[config.mk]
export PLATFORM = sky130hd
export DESIGN_NAME = cache_fill_fsm
export DESIGN_NICKNAME = d
export VERILOG_FILES = /design/src/rtl/cache_pkg.sv /design/src/rtl/fill_word_ctr.sv /design/src/rtl/cache_fill_fsm.sv
export SDC_FILE = /design/constraint.sdc
export NUM_CORES = 1
export LEC_CHECK = 0
export BUFFER_PORTS_ARGS = -buffer_cell sky130_fd_sc_hd__buf_2
export CAP_MARGIN = 15
export CORE_UTILIZATION = 40
export DETAILED_ROUTE_END_ITERATION = 12
export HOLD_SLACK_MARGIN = 0.12
export PLACE_DENSITY = 0.8
export SLEW_MARGIN = 40
export SYNTH_ARGS = -nofsm -noshare
export SYNTH_HDL_FRONTEND = slang
export SYNTH_SLANG_ARGS = --single-unit
[constraint.sdc]
create_clock -name clk -period 1.5 [get_ports clk]
set_input_delay 0.225 -clock clk [delete_from_list [all_inputs] [get_ports clk]]
set_output_delay 0.225 -clock clk [all_outputs]
set_load 0.02 [all_outputs]
[src/rtl/cache_pkg.sv]
// Shared definitions for the cache miss/fill controller.
package cache_pkg;

  // Byte offset inside a 16-byte block and word index inside a block.
  localparam int BLOCK_OFFSET_BITS = 4;
  localparam int WORD_IDX_BITS     = 3;

  // Low bits cleared by this mask give the block base address.
  localparam int BLOCK_OFFSET_MASK = (1 << BLOCK_OFFSET_BITS) - 1;

  typedef enum logic {
    IDLE = 1'b0,
    FILL = 1'b1
  } fill_state_t;

  // Word slot inside the block: start offset plus counter, wrapping mod 8.
  function automatic logic [WORD_IDX_BITS-1:0] word_slot(
    input logic [WORD_IDX_BITS-1:0] start,
    input logic [WORD_IDX_BITS:0]   cnt
  );
    return start + cnt[WORD_IDX_BITS-1:0];
  endfunction

endpackage

[src/rtl/fill_word_ctr.sv]
// Saturating word counter (3 index bits + 1 done bit) with enable and clear.
module fill_word_ctr
  import cache_pkg::*;
#(
  parameter int LIMIT = 8
) (
  input  logic                   clk,
  input  logic                   rst_n,
  input  logic                   clear,
  input  logic                   en,
  output logic [WORD_IDX_BITS:0] count
);

  localparam logic [WORD_IDX_BITS:0] LIMIT_VAL = (WORD_IDX_BITS+1)'(LIMIT);

  logic [WORD_IDX_BITS:0] count_reg;

  // Count up while enabled, hold at LIMIT; clear wins over enable.
  always_ff @(posedge clk) begin
    if (!rst_n || clear) begin
      count_reg <= '0;
    end else if (en && (count_reg < LIMIT_VAL)) begin
      count_reg <= count_reg + 1'b1;
    end
  end

  assign count = count_reg;

endmodule

[src/rtl/cache_fill_fsm.sv]
// Cache miss fill controller: fetches a whole 8-word block from a pipelined
// read memory, writes each returning word into the data array and the tag
// on the last word. Optional macro CRITICAL_WORD_FIRST_EN starts the fill at
// the missed word instead of word 0.
module cache_fill_fsm
  import cache_pkg::*;
#(
  parameter int ADDR_WIDTH      = 16,
  parameter int WORDS_PER_BLOCK = 8,
  parameter int MEM_LATENCY     = 4
) (
  input  logic                  clk,
  input  logic                  rst_n,
  input  logic                  miss_detected,
  input  logic [ADDR_WIDTH-1:0] miss_address,
  output logic                  fsm_busy,
  output logic                  mem_enable,
  output logic [ADDR_WIDTH-1:0] memory_address,
  input  logic                  memory_data_valid,
  input  logic [15:0]           memory_data,
  output logic                  write_data_array,
  output logic                  write_tag_array,
  output logic [ADDR_WIDTH-1:0] fill_address,
  output logic [15:0]           fill_data
);

  localparam logic [WORD_IDX_BITS:0] WPB_VAL  = (WORD_IDX_BITS+1)'(WORDS_PER_BLOCK);
  localparam logic [WORD_IDX_BITS:0] LAST_VAL = (WORD_IDX_BITS+1)'(WORDS_PER_BLOCK - 1);
  localparam logic [ADDR_WIDTH-1:0]  BASE_MASK = ~ADDR_WIDTH'(BLOCK_OFFSET_MASK);

  fill_state_t              state_reg;
  logic [ADDR_WIDTH-1:0]    base_reg;
  logic [WORD_IDX_BITS-1:0] start_reg;
  logic [WORD_IDX_BITS-1:0] start_next;
  logic [WORD_IDX_BITS:0]   issue_cnt;
  logic [WORD_IDX_BITS:0]   rcv_cnt;
  logic                     in_fill;
  logic                     issue_en;
  logic                     rcv_fire;
  logic                     last_rcv;

  assign in_fill  = (state_reg == FILL);
  assign issue_en = in_fill && (issue_cnt < WPB_VAL);
  assign rcv_fire = in_fill && memory_data_valid;
  assign last_rcv = rcv_fire && (rcv_cnt == LAST_VAL);

`ifdef CRITICAL_WORD_FIRST_EN
  assign start_next = miss_address[BLOCK_OFFSET_BITS-1:1];
`else
  assign start_next = '0;
`endif

  fill_word_ctr #(.LIMIT(WORDS_PER_BLOCK)) u_issue_ctr (
    .clk   (clk),
    .rst_n (rst_n),
    .clear (last_rcv),
    .en    (issue_en),
    .count (issue_cnt)
  );

  fill_word_ctr #(.LIMIT(WORDS_PER_BLOCK)) u_rcv_ctr (
    .clk   (clk),
    .rst_n (rst_n),
    .clear (last_rcv),
    .en    (rcv_fire),
    .count (rcv_cnt)
  );

  // IDLE/FILL sequencing; block base and start word are latched on the miss.
  always_ff @(posedge clk) begin
    if (!rst_n) begin
      state_reg <= IDLE;
      base_reg  <= '0;
      start_reg <= '0;
    end else begin
      case (state_reg)
        IDLE: begin
          if (miss_detected) begin
            base_reg  <= miss_address & BASE_MASK;
            start_reg <= start_next;
            state_reg <= FILL;
          end
        end
        FILL: begin
          if (last_rcv) begin
            state_reg <= IDLE;
          end
        end
        default: state_reg <= IDLE;
      endcase
    end
  end

  // The first word cannot come back before the memory latency has elapsed.
  always_ff @(posedge clk) begin
    if (rst_n && rcv_fire && (rcv_cnt == '0)) begin
      assert (int'(issue_cnt) >= MEM_LATENCY);
    end
  end

  assign fsm_busy         = in_fill;
  assign mem_enable       = issue_en;
  assign memory_address   = in_fill ? (base_reg | ADDR_WIDTH'({word_slot(start_reg, issue_cnt), 1'b0}))
                                    : '0;
  assign write_data_array = rcv_fire;
  assign write_tag_array  = last_rcv;
  assign fill_address     = in_fill ? (base_reg | ADDR_WIDTH'({word_slot(start_reg, rcv_cnt), 1'b0}))
                                    : '0;
  assign fill_data        = memory_data;

endmodule

# After elaboration in Yosys (flattened, before gate mapping)
# Cells that the tools add are included.
[op_classes]
n_bitwise = 3
n_eq_ne = 1
n_mux = 5
reduce_logical = 8
magnitude_cmp = 2
n_addsub = 2
[op_table]
columns = ["cell", "n"]
rows = [
  ["2-to-1 mux 16 bit", 2],
  ["bitwise OR 16 x 4 -> 16 bit", 2],
  ["adder 4 x 1 -> 4 bit, second input constant", 2],
  ["less-than comparator 4 bit, second input constant", 2],
  ["logical AND 1 bit", 5],
  ["equality test 4 x 3 -> 1 bit, second input constant", 1],
  ["2-to-1 mux 1 bit", 2],
  ["case mux 1 bit (2 select lines)", 1],
  ["AND reduction 2 bit", 1],
  ["zero test 1 bit", 1],
  ["logical OR 1 bit", 1],
  ["NOT 1 bit", 1],
]
[totals]
reg_bits = 21

# Longest topological paths before layout
# Gate-level depths: netlist (run 1).
[depth]
word_depth = 4
ltp_mapped = 4
ltp_nobuf = 4

# Modules after synthesis
# A second synthesis (run 1) with hierarchy kept.
[hier_totals]
cells_unflattened = 143
hier_area_um2 = 1204.9
[by_module_without_submodules]
columns = ["module", "area_each_um2", "n_inst", "cells_per_inst"]
rows = [
  ["cache_fill_fsm", 862.1, 1, 111],
  ["fill_word_ctr", 171.4, 2, 16],
]

# Least setup slack after synthesis (run 1)
# OpenSTA, ideal clock, no wires.
[synth_timing]
path_type = "register to output"
startpoint = "register state_reg (netlist: fsm_busy)"
endpoint = "output port memory_address[11]"
n_path_buf = 3
stages_incl_launch_ff = 5
setup_slack_ns = -0.103
arrival_ns = 1.378
path_cell_list = "dfxtp_1 buf_2 clkbuf_1 and2_1 buf_4"
[synth_via]
elab_chain_cells = 1
[synth_rtl]
columns = ["element", "line_no", "source"]
rows = [
  ["start, declared", "cache_fill_fsm.sv:31", "fill_state_t state_reg;"],
  ["start signal, assigned", "cache_fill_fsm.sv:72", "state_reg <= IDLE;"],
  ["start signal, assigned", "cache_fill_fsm.sv:81", "state_reg <= FILL;"],
  ["start signal, assigned", "cache_fill_fsm.sv:86", "state_reg <= IDLE;"],
  ["2-to-1 mux 16 bit", "cache_fill_fsm.sv:103", "assign memory_address = in_fill ? (base_reg | ADDR_WIDTH'({word_slot(start_reg, issue_cnt), 1'b0}))"],
  ["end, declared", "cache_fill_fsm.sv:18", "output logic [ADDR_WIDTH-1:0] memory_address,"],
]
# No other way between the ends.

# Worst setup path after layout (run 1)
[layout_timing]
startpoint = "register u_rcv_ctr.count_reg[0] (netlist: u_rcv_ctr.count[0])"
endpoint = "output port write_tag_array"
[layout_via]
elab_chain_cells = 2
[layout_rtl]
columns = ["element", "line_no", "source"]
rows = [
  ["start, declared", "fill_word_ctr.sv:16", "logic [WORD_IDX_BITS:0] count_reg;"],
  ["start signal, assigned", "fill_word_ctr.sv:23", "count_reg <= count_reg + 1'b1;"],
  ["equality test 4 x 3 -> 1 bit", "cache_fill_fsm.sv:45", "assign last_rcv = rcv_fire && (rcv_cnt == LAST_VAL);"],
  ["logical AND 1 bit", "cache_fill_fsm.sv:45", ""],
  ["end, declared", "cache_fill_fsm.sv:22", "output logic write_tag_array,"],
]
# No other way between the ends.

==> results.md, run 1 <==
* Area growth from synthesis to layout at 10.3%
* Crit-path max FO at 4
* Initial Util at 42.6%
* Worst stage delay on the critical path at 380 ps
* WL/cell at 10.7 µm
* Pwr Density at 871 nW/µm²
* Worst Setup Path Type: reg -> out
* Site Rows at 19
* Worst endpoint required time at 1270 ps
* CTS Buffer Depth at 2
* Share of cells above drive strength 1 at 38.9%
* Tot Pwr at 1140 µW
* Initial drt markers at 16
* Via count at 897
* H-tree depth at 1
* Max cap viols at 0
* Primary FF master, synth: dfxtp_1
* Worst IR Drop VDD at 486 µV
* Remaining DRCs at 0
* EDFF count, synth at 0
* Type of element capturing the critical path: output port
* Setup_tns at 0 ps
* Part of the cycle the worst path needs at 95.4%
* Leakage Power at 0.000670 µW
* DRT Wirelength at 2.11 mm
* Register share of total power at 54.3%
* Die area at 3180 µm²
* Routed Antenna Nets at 0
* Avg Cell Area, Syn at 8.34 µm²
* Clock power share at 24.5%
* Final-layout fill cell count at 276
* GRT Util Overall at 13.5%
* Async set or reset register ratio after synthesis at 0%
* Fmax at 699 MHz
* Most common cell after layout, fill and taps aside: buf_2
* Core area at 2780 µm²
* Worst path cell trace: ha_1 -> nand2_2 -> nor2_1 -> buf_4
* Clock sinks at 21
* HPWL after DPL at 1.52 mm
* Sw Ratio at 30.2%
* Met3 routed WL at 120 µm
* Routability cong. at 0.694
* Final net count at 206
* # IOs at 88
* Vias in the first global route at 775
* Final Max Slew Viols at 0
* WL met1 at 886 µm
* Placed instance count at 189
* Most frequent cells in the layout: 48 x buf_2, 25 x nand2_1, 20 x and2_1
* Unrepaired setup endpoints after global routing: false
* Cell Count, Final, Fillers Out at 198
* Initial antenna violation count at 0
* #FFs+latches synth at 21
* First-pass GRT wire length at 3.35 mm
* Skew final at 3.38 ps
* Syn Inst Count at 142
* Combinational share of power at 21.3%
* Top Metal Used: met4
* Largest register FFs at 12
* Via density at 4.53
* Worst Setup Start Kind: flop
* Syn Std Cell Area at 1180 µm²
* Metal2 WL at 1.07 mm
* Outcome: complete, no violations
* Finished Core Util at 46.9%
* Sequential area share after synthesis at 35.5%
* Switching component of the power at 343 µW
* Final hold violation count at 0
* Number of diodes at 0
* Remaining global-route overflow at 0
* Die width at 56.4 µm
* Slowest CP cell: dfxtp_4
* Synth cell types at 23
* Minimum clock period at 1430 ps
* WHS at 153 ps
* Int Power at 794 µW
* CTS root buffer: clkbuf_4
* TritonCTS clock tree: built
* CTS Hold Buffers Added at 0
* DIE HEIGHT at 56.4 µm
* Clock latency on the worst-skew pair at 300 ps
* Setup Viol. Count Final at 0
* Arrival time worst endpoint at 1210 ps
* Largest net degree at the start of global routing at 17
* I/O Buffers at 49
* Ys Warns at 0
* Worst hold path type: in -> reg
* Clock-pin slew on the worst setup and hold paths at 120 ps
* Number of buffers created by CTS at 3
* Pre-Repair DR Iteration Count at 4
critical path: cells and delay by family, from the launching register on:
family / cells / cell delay (ps)
adders and majority gates: 1 / 180
DFF: 1 / 380
and+or+nand+nor: 2 / 200
buffers and inverters: 1 / 150
routing by layer:
metal / GRT usage [%] / vias to the layer above
met2: 23.6 / 38
met4: 6.62 / 0
met3: 3.92 / 2
met5: 0 / -
met1: 14.7 / 391
li1: - / 466
power by group through the flow:
stage	Clock (µW)	Combinational (µW)	Sequential, µW
6_report	278	242	617
3_5_place_dp	0	218	636
2_1_floorplan	0	234	628
5_1_grt	306	268	624
4_1_cts	280	222	623
3_3_place_gp	0	216	634
timing repair:
item	CTS	global route
gates resized for setup	3	4
setup endpoints to repair	25	24
pin swaps	1	0
buffers inserted	1	4
gates cloned	0	0
Yosys cell counts (2+ instances only):
library cell | number | area (µm²)
buf_4 | 32 | 240
xor2_1 | 2 | 17.5
and2_1 | 20 | 125
nor2_1 | 8 | 30.0
dfxtp_1 | 21 | 420
clkbuf_1 | 2 | 7.51
a21boi_0 | 12 | 90.1
mux2i_1 | 2 | 20.0
xnor2_1 | 2 | 17.5
ha_1 | 2 | 25.0
nand3b_1 | 2 | 15.0
nand2_1 | 26 | 97.6
through the flow:
stage | worst slack [ps] | area, µm²
3_5_place_dp | 227 | 1230
6_report | 69.7 | 1310
4_1_cts | 11.7 | 1270
5_1_grt | 0.809 | 1310
2_1_floorplan | 18.4 | 1190
3_3_place_gp | 236 | 1230
cell type report:
type | instances | area (µm²) | area share (%)
Multi-Input combinational cell | 86 | 515 | 39.5
Sequential cell | 21 | 429 | 32.9
Timing Repair Buffer | 55 | 290 | 22.2
Tap cell | 31 | 38.8 | 2.97
Clock buffer | 3 | 22.5 | 1.73
Clock inverter | 1 | 5.00 | 0.384
Inverter | 1 | 3.75 | 0.288
kinds of logic after synthesis:
logic type / synth area share, %
xor+xnor: 2.96
fa+ha+maj: 2.11
buf+inv: 21.7
flops: 35.5
simple gates: 25.1
other cells: 0.317
compound gates: 10.7
mux: 1.69
path summary, 6_finish.rpt:
check	from	end	slack [ps]	cells past startpoint
setup / recovery	u_rcv_ctr.count[0]	write_tag_array	70	4
hold / removal	miss_address[7]	base_reg[7]	150	3
setup reg to reg	fsm_busy	base_reg[4]	160	4
hold reg to reg	base_reg[14]	base_reg[14]	460	2
No activity file was read; power rests on OpenSTA's default activity.
==> run 2: changes to the inputs <==
--- a/config.mk
+++ b/config.mk
@@ -7,6 +7,7 @@
 export LEC_CHECK = 0
 export BUFFER_PORTS_ARGS = -buffer_cell sky130_fd_sc_hd__buf_2
 export CAP_MARGIN = 15
+export CORE_ASPECT_RATIO = 1.1
 export CORE_UTILIZATION = 40
 export DETAILED_ROUTE_END_ITERATION = 12
 export HOLD_SLACK_MARGIN = 0.12
==> run 2 against run 1 <==
  * Total power down 1.9%
  * Design area shrank 0.48%
  * Global-route usage is 0.18 points higher
  * Die area about the same
  * Clock power is 5% lower
  * Sequential share of layout area is 0.16 points higher
  * Routed wire length is 0.52% lower
  * Sequential cell count unchanged
  * Sequential power barely moved
  * Critical endpoint unchanged
==> results.md, run 2 (synthesized netlist as in run 1, its figures left out) <==
* Outcome: complete, no violations (unchanged)
* Initial antenna violation count at 0 (unchanged)
* Minimum clock period at 1400 ps (was 1430 ps)
* Final Max Slew Viols at 0 (unchanged)
* Share of cells above drive strength 1 at 38.6% (was 38.9%)
* Most frequent cells in the layout: 49 x buf_2, 25 x nand2_1, 20 x and2_1 (was 48 x buf_2, 25 x nand2_1, 20 x and2_1)
* Skew final at 7.67 ps (was 3.38 ps)
* First-pass GRT wire length at 3.21 mm (was 3.35 mm)
* Finished Core Util at 46.8% (was 46.9%)
* Reg area at 429 µm² (unchanged)
* Initial Util at 42.6% (about the same)
* Core area at 2780 µm² (about the same)
* Remaining DRCs at 0 (unchanged)
* Largest register FFs at 12 (unchanged)
* TritonCTS clock tree: built (unchanged)
* Multi-input gate area at 518 µm² (was 515 µm²)
* Most common cell after layout, fill and taps aside: buf_2 (unchanged)
* Int Power at 792 µW (was 794 µW)
* Fmax at 714 MHz (was 699 MHz)
* GRT Util Overall at 13.6% (was 13.5%)
* Routed Antenna Nets at 0 (unchanged)
* Pre-Repair DR Iteration Count at 2 (was 4)
* Via density at 4.56 (was 4.53)
* CTS Hold Buffers Added at 0 (unchanged)
* Number of buffers created by CTS at 3 (unchanged)
* H-tree depth at 1 (unchanged)
* WHS at 161 ps (was 153 ps)
* Sw Ratio at 29.0% (was 30.2%)
* HPWL after DPL at 1.56 mm (was 1.52 mm)
* CP bufs+invs at 1 (unchanged)
* Clock sinks at 21 (unchanged)
* Slowest CP cell: dfxtp_4 (unchanged)
* Final-layout fill cell count at 320 (was 276)
* Worst Setup Start Kind: flop (unchanged)
* # IOs at 88 (unchanged)
* Vias in the first global route at 805 (was 775)
* Clock-pin slew on the worst setup and hold paths at 110 ps (was 120 ps)
* Setup_tns at 0 ps (unchanged)
* Pwr Density at 859 nW/µm² (was 871 nW/µm²)
* Unrepaired setup endpoints after global routing: false (unchanged)
* Remaining global-route overflow at 0 (unchanged)
* Worst Setup Path Type: reg -> out (unchanged)
* Area post-placement at 1240 µm² (was 1230 µm²)
* Worst hold path type: in -> reg (unchanged)
* Finished layout cell area at 1300 µm² (was 1310 µm²)
* Clock power share at 23.7% (was 24.5%)
* Worst stage delay on the critical path at 380 ps (about the same)
* Number of diodes at 0 (unchanged)
* Via count at 907 (was 897)
* Worst IR Drop VDD at 357 µV (was 486 µV)
* Final hold violation count at 0 (unchanged)
* Initial drt markers at 7 (was 16)
* I/O Buffers at 49 (unchanged)
* Largest net degree at the start of global routing at 17 (unchanged)
* Combinational share of power at 21.1% (was 21.3%)
* CTS Buffer Depth at 2 (unchanged)
* Part of the cycle the worst path needs at 93.4% (was 95.4%)
* DRT Wirelength at 2.10 mm (was 2.11 mm)
* Crit-path leading delay family: flip-flops (unchanged)
* Worst path cell trace: ha_2 -> nand2_2 -> nor2_1 -> buf_4 (was ha_1 -> nand2_2 -> nor2_1 -> buf_4)
* Type of element capturing the critical path: output port (unchanged)
* Area growth from synthesis to layout at 9.73% (was 10.3%)
* DIE HEIGHT at 59.1 µm (was 56.4 µm)
* Switching component of the power at 324 µW (was 343 µW)
* Post-route worst setup slack at 98.9 ps (was 69.7 ps)
* Clock latency on the worst-skew pair at 300 ps (about the same)
* WL/cell at 10.5 µm (was 10.7 µm)
* Final net count at 205 (was 206)
* Setup Viol. Count Final at 0 (unchanged)
* Worst endpoint required time at 1270 ps (about the same)
* Die width at 53.9 µm (was 56.4 µm)
* Max cap viols at 0 (unchanged)
* Register share of total power at 55.2% (was 54.3%)
* Leakage Power at 0.000659 µW (was 0.000670 µW)
* Arrival time worst endpoint at 1180 ps (was 1210 ps)
* Crit-path max FO at 4 (unchanged)
* Routability cong. at 0.721 (was 0.694)
* CTS root buffer: clkbuf_4 (unchanged)
* Die area at 3180 µm² (about the same)
* Post-place setup slack at 253 ps (was 227 ps)
* Site Rows at 20 (was 19)
[run 2: area by class of cell]
cell class / instances / share of cell area, %
inverters: 1 / 0.289
clock buffers: 4 / 2.02
repair buffers: 54 / 21.6
multi-input cells: 86 / 39.9
well taps: 33 / 3.18
flip-flops and latches: 21 / 33.0
[run 2: what timing repair did]
item                                    4_1_cts  5_1_grt
endpoints found under the setup margin       23       23
pin swaps                                     0        0
buffers inserted                              0        3
resized for setup                             2        6
[run 2: through the flow]
step	power [µW]	std cells
after floorplan	861	143
after global placement	853	192
after detailed placement	855	192
after CTS	1120	196
after global routing	1200	199
final	1120	199
[run 2: worst reg2reg max path: stages (launching register included)]
cell	delay, ps
dfxtp_4	380
buf_2	160
and2b_1	470
nand2_1	100
a21boi_0	160
[run 2: path summary, 6_finish.rpt]
check,start,end,slack (ps),cells after the start
min,miss_address[9],base_reg[9],160,3
max,u_rcv_ctr.count[0],write_tag_array,100,4
min reg2reg,base_reg[9],base_reg[9],460,2
max reg2reg,fsm_busy,base_reg[14],160,4
[run 2: power by group through the flow]
stage	sequential (µW)	combinational, µW	clock, µW
after global placement	635	218	0
after floorplan	628	234	0
after detailed placement	635	220	0
final	616	236	264
after CTS	623	220	275
after global routing	623	265	308
[run 2: layer usage]
metal / vias up / track usage (%) / share of wire, %
li1: 467 / - / -
met1: 388 / 14.8 / 40
met2: 48 / 23.5 / 49
met3: 4 / 2.56 / 9.1
met4: 0 / 9.02 / 1.7
met5: - / 0 / 0
==> run 3: changes to the inputs <==
--- a/config.mk
+++ b/config.mk
@@ -5,10 +5,11 @@
 export SDC_FILE = /design/constraint.sdc
 export NUM_CORES = 1
 export LEC_CHECK = 0
+export ABC_AREA = 1
 export BUFFER_PORTS_ARGS = -buffer_cell sky130_fd_sc_hd__buf_2
 export CAP_MARGIN = 15
 export CORE_ASPECT_RATIO = 1.1
-export CORE_UTILIZATION = 40
+export CORE_UTILIZATION = 41
 export DETAILED_ROUTE_END_ITERATION = 12
 export HOLD_SLACK_MARGIN = 0.12
 export PLACE_DENSITY = 0.8
==> run 3 against run 2 <==
  * Non-clock buffer count increased by 3
  * Critical path depth grew 2
  * Sequential cell count unchanged
  * Routed wire length rose by 6.0%
  * Combinational power is 28% higher
  * Via count increased by 18%
  * Hold slack improved by 12 ps
  * Sequential share of layout area fell by 2.0 points
  * Sequential power rose by 2%
==> results.md, run 3 <==
* Outcome: complete, no violations (unchanged)
* First-pass GRT wire length at 3.43 mm (was 3.21 mm)
* CTS root buffer: clkbuf_4 (unchanged)
* Sequential area share after synthesis at 33.5% (was 35.5%)
* Syn Std Cell Area at 1250 µm² (was 1180 µm²)
* Synth cell types at 18 (was 23)
* Fmax at 703 MHz (was 714 MHz)
* Core area at 2830 µm² (was 2780 µm²)
* Type of element capturing the critical path: output port (unchanged)
* Minimum clock period at 1420 ps (was 1400 ps)
* Routability cong. at 0.696 (was 0.721)
* Part of the cycle the worst path needs at 94.8% (was 93.4%)
* Number of diodes at 0 (unchanged)
* Avg Cell Area, Syn at 6.71 µm² (was 8.34 µm²)
* # IOs at 88 (unchanged)
* Vias in the first global route at 857 (was 805)
* H-tree depth at 1 (unchanged)
* CP Launch Point: u_rcv_ctr.count[1] (was u_rcv_ctr.count[0])
* Setup Viol. Count Final at 0 (unchanged)
* Clock latency on the worst-skew pair at 290 ps (was 300 ps)
* HPWL after DPL at 1.66 mm (was 1.56 mm)
* Site Rows at 20 (unchanged)
* Die area at 3290 µm² (was 3180 µm²)
* Post-place setup slack at 240 ps (was 253 ps)
* Most common cell after layout, fill and taps aside: buf_2 (unchanged)
* Critical path capture point: write_tag_array (unchanged)
* Final net count at 253 (was 205)
* Initial antenna violation count at 0 (unchanged)
* Ys Warns at 0 (unchanged)
* Top post-synthesis cells by area: dfxtp_1 33%, buf_4 19%, nand2_1 11% (was dfxtp_1 36%, buf_4 20%, and2_1 11%)
* #FFs+latches synth at 21 (unchanged)
* Arrival time worst endpoint at 1200 ps (was 1180 ps)
* Tot Pwr at 1190 µW (was 1120 µW)
* Area growth from synthesis to layout at 9.57% (was 9.73%)
* Pwr Density at 866 nW/µm² (was 859 nW/µm²)
* Synth top area share at 33.5% (was 35.5%)
* EDFF count, synth at 0 (unchanged)
* Max cap viols at 0 (unchanged)
* Worst IR Drop VDD at 581 µV (was 357 µV)
* Clock-pin slew on the worst setup and hold paths at 110 ps (about the same)
* Area post-placement at 1300 µm² (was 1240 µm²)
* Async set or reset register ratio after synthesis at 0% (unchanged)
* CTS Hold Buffers Added at 0 (unchanged)
* Reg2reg end: base_reg[4] (was base_reg[14])
* Routed Antenna Nets at 0 (unchanged)
* CTS Buffer Depth at 2 (unchanged)
* Crit-path max FO at 3 (was 4)
* WL/cell at 9.00 µm (was 10.5 µm)
* Via density at 4.32 (was 4.56)
* Primary FF master, synth: dfxtp_1 (unchanged)
* Syn Inst Count at 187 (was 142)
* Number of buffers created by CTS at 3 (unchanged)
* Share of cells above drive strength 1 at 33.6% (was 38.6%)
* Skew final at 3.53 ps (was 7.67 ps)
* Finished layout cell area at 1380 µm² (was 1300 µm²)
* DIE HEIGHT at 60.0 µm (was 59.1 µm)
* Worst Setup Path Type: reg -> out (unchanged)
* Via count at 1068 (was 907)
* Largest net degree at the start of global routing at 16 (was 17)
* Worst hold path type: in -> reg (unchanged)
* I/O Buffers at 49 (unchanged)
* Worst Setup Start Kind: flop (unchanged)
* Remaining global-route overflow at 0 (unchanged)
* Reg2reg start: fsm_busy (unchanged)
* Die width at 54.8 µm (was 53.9 µm)
* Leakage Power at 0.000887 µW (was 0.000659 µW)
* Initial drt markers at 10 (was 7)
* DRT Wirelength at 2.22 mm (was 2.10 mm)
* TritonCTS clock tree: built (unchanged)
* GRT Util Overall at 14.4% (was 13.6%)
* Largest register FFs at 12 (unchanged)
* Worst endpoint required time at 1270 ps (about the same)
* Final Max Slew Viols at 0 (unchanged)
* Post-route worst setup slack at 78.1 ps (was 98.9 ps)
* Pre-Repair DR Iteration Count at 4 (was 2)
* Final hold violation count at 0 (unchanged)
* Reg2reg path depth at 6 (was 4)
* Leading area contributor after synthesis: dfxtp_1 (unchanged)
* Clock sinks at 21 (unchanged)
* Initial Util at 44.4% (was 42.6%)
* Remaining DRCs at 0 (unchanged)
* Hold Path Depth at 3 (unchanged)
* Most frequent cells after synthesis: 36 x nand2_1, 36 x nor2_1, 32 x buf_4 (was 32 x buf_4, 26 x nand2_1, 21 x dfxtp_1)
* Most frequent cells in the layout: 48 x buf_2, 36 x nand2_1, 36 x nor2_1 (was 49 x buf_2, 25 x nand2_1, 20 x and2_1)
* R2R Setup Slk at 340 ps (was 160 ps)
-- run 3: changes by cell type in the layout (fill, tap and decap cells not counted), moves of 11 or more --
cell | previous run | this run
nor2_1 | 8 | 36
a21boi_0 | 12 | 0
inv_1 | 1 | 30
and2_1 | 20 | 0
nand2_1 | 25 | 36
o21ai_0 | 1 | 12
-- run 3: final cells by class --
class	count	area [µm²]
clock buffer	4	26.3
fill	334	1450
inverter	32	120
multi-input combinational	100	453
sequential	21	427
tap	33	41.3
timing repair buffer	57	308
-- run 3: layer usage --
layer	GRT usage, %	vias up	wire, µm
li1	-	565	-
met1	15.1	464	922
met2	25.5	37	1140
met3	6.11	2	148
met4	4.40	0	10
met5	0	-	0
-- run 3: power by group --
part | internal [µW] | switching, µW
sequential | 601 | 27.1
combinational | 113 | 190
clock | 103 | 157
-- run 3: repair_timing --
action,in CTS,in global routing
setup buffers,3,2
resized for setup,3,2
endpoints found under the setup margin,8,1
-- run 3: cells by family (layout without fill, tap and decap cells) --
kind of cell             count (synthesis)  after routing  share of synthesized area, %
AND/OR/NAND/NOR                         83             83                          27.8
buffers and inverters                   67             93                          30.9
flip-flops                              21             21                          33.5
AO/OA/AOI/OAI                           12             12                          4.79
adder cells (fa/ha/maj)                  2              2                          1.99
other                                    1              2                         0.299
XOR/XNOR                                 1              1                         0.698
-- run 3: worst min path at each step --
stage,start,endpoint,slack [ps]
after floorplan,rst_n,base_reg[11],360
after global placement,memory_data[0],fill_data[0],450
after detailed placement,memory_data[0],fill_data[0],450
after CTS,miss_address[5],base_reg[5],160
after global routing,miss_address[14],base_reg[14],170
final,miss_address[5],base_reg[5],170
-- run 3: worst max-delay path, stage by stage (launching register included) --
cell and delay (ps):
dfxtp_2 360, ha_2 170, nand2_1 50, inv_1 70, nand2_2 70, inv_1 60
buf_4 130
-- run 3: stage by stage --
| stage | instances | util [%] | setup TNS, ps | hold slack (ps) |
|---|---|---|---|---|
| 6_report | 247 | 48.6 | 0 | 173 |
| 5_1_grt | 247 | 48.6 | -34.1 | 168 |
| 4_1_cts | 245 | 47.9 | 0 | 159 |
| 3_5_place_dp | 238 | 46.0 | 0 | 450 |
| 3_3_place_gp | 238 | 46.0 | 0 | 450 |
| 2_1_floorplan | 188 | - | 0 | 361 |
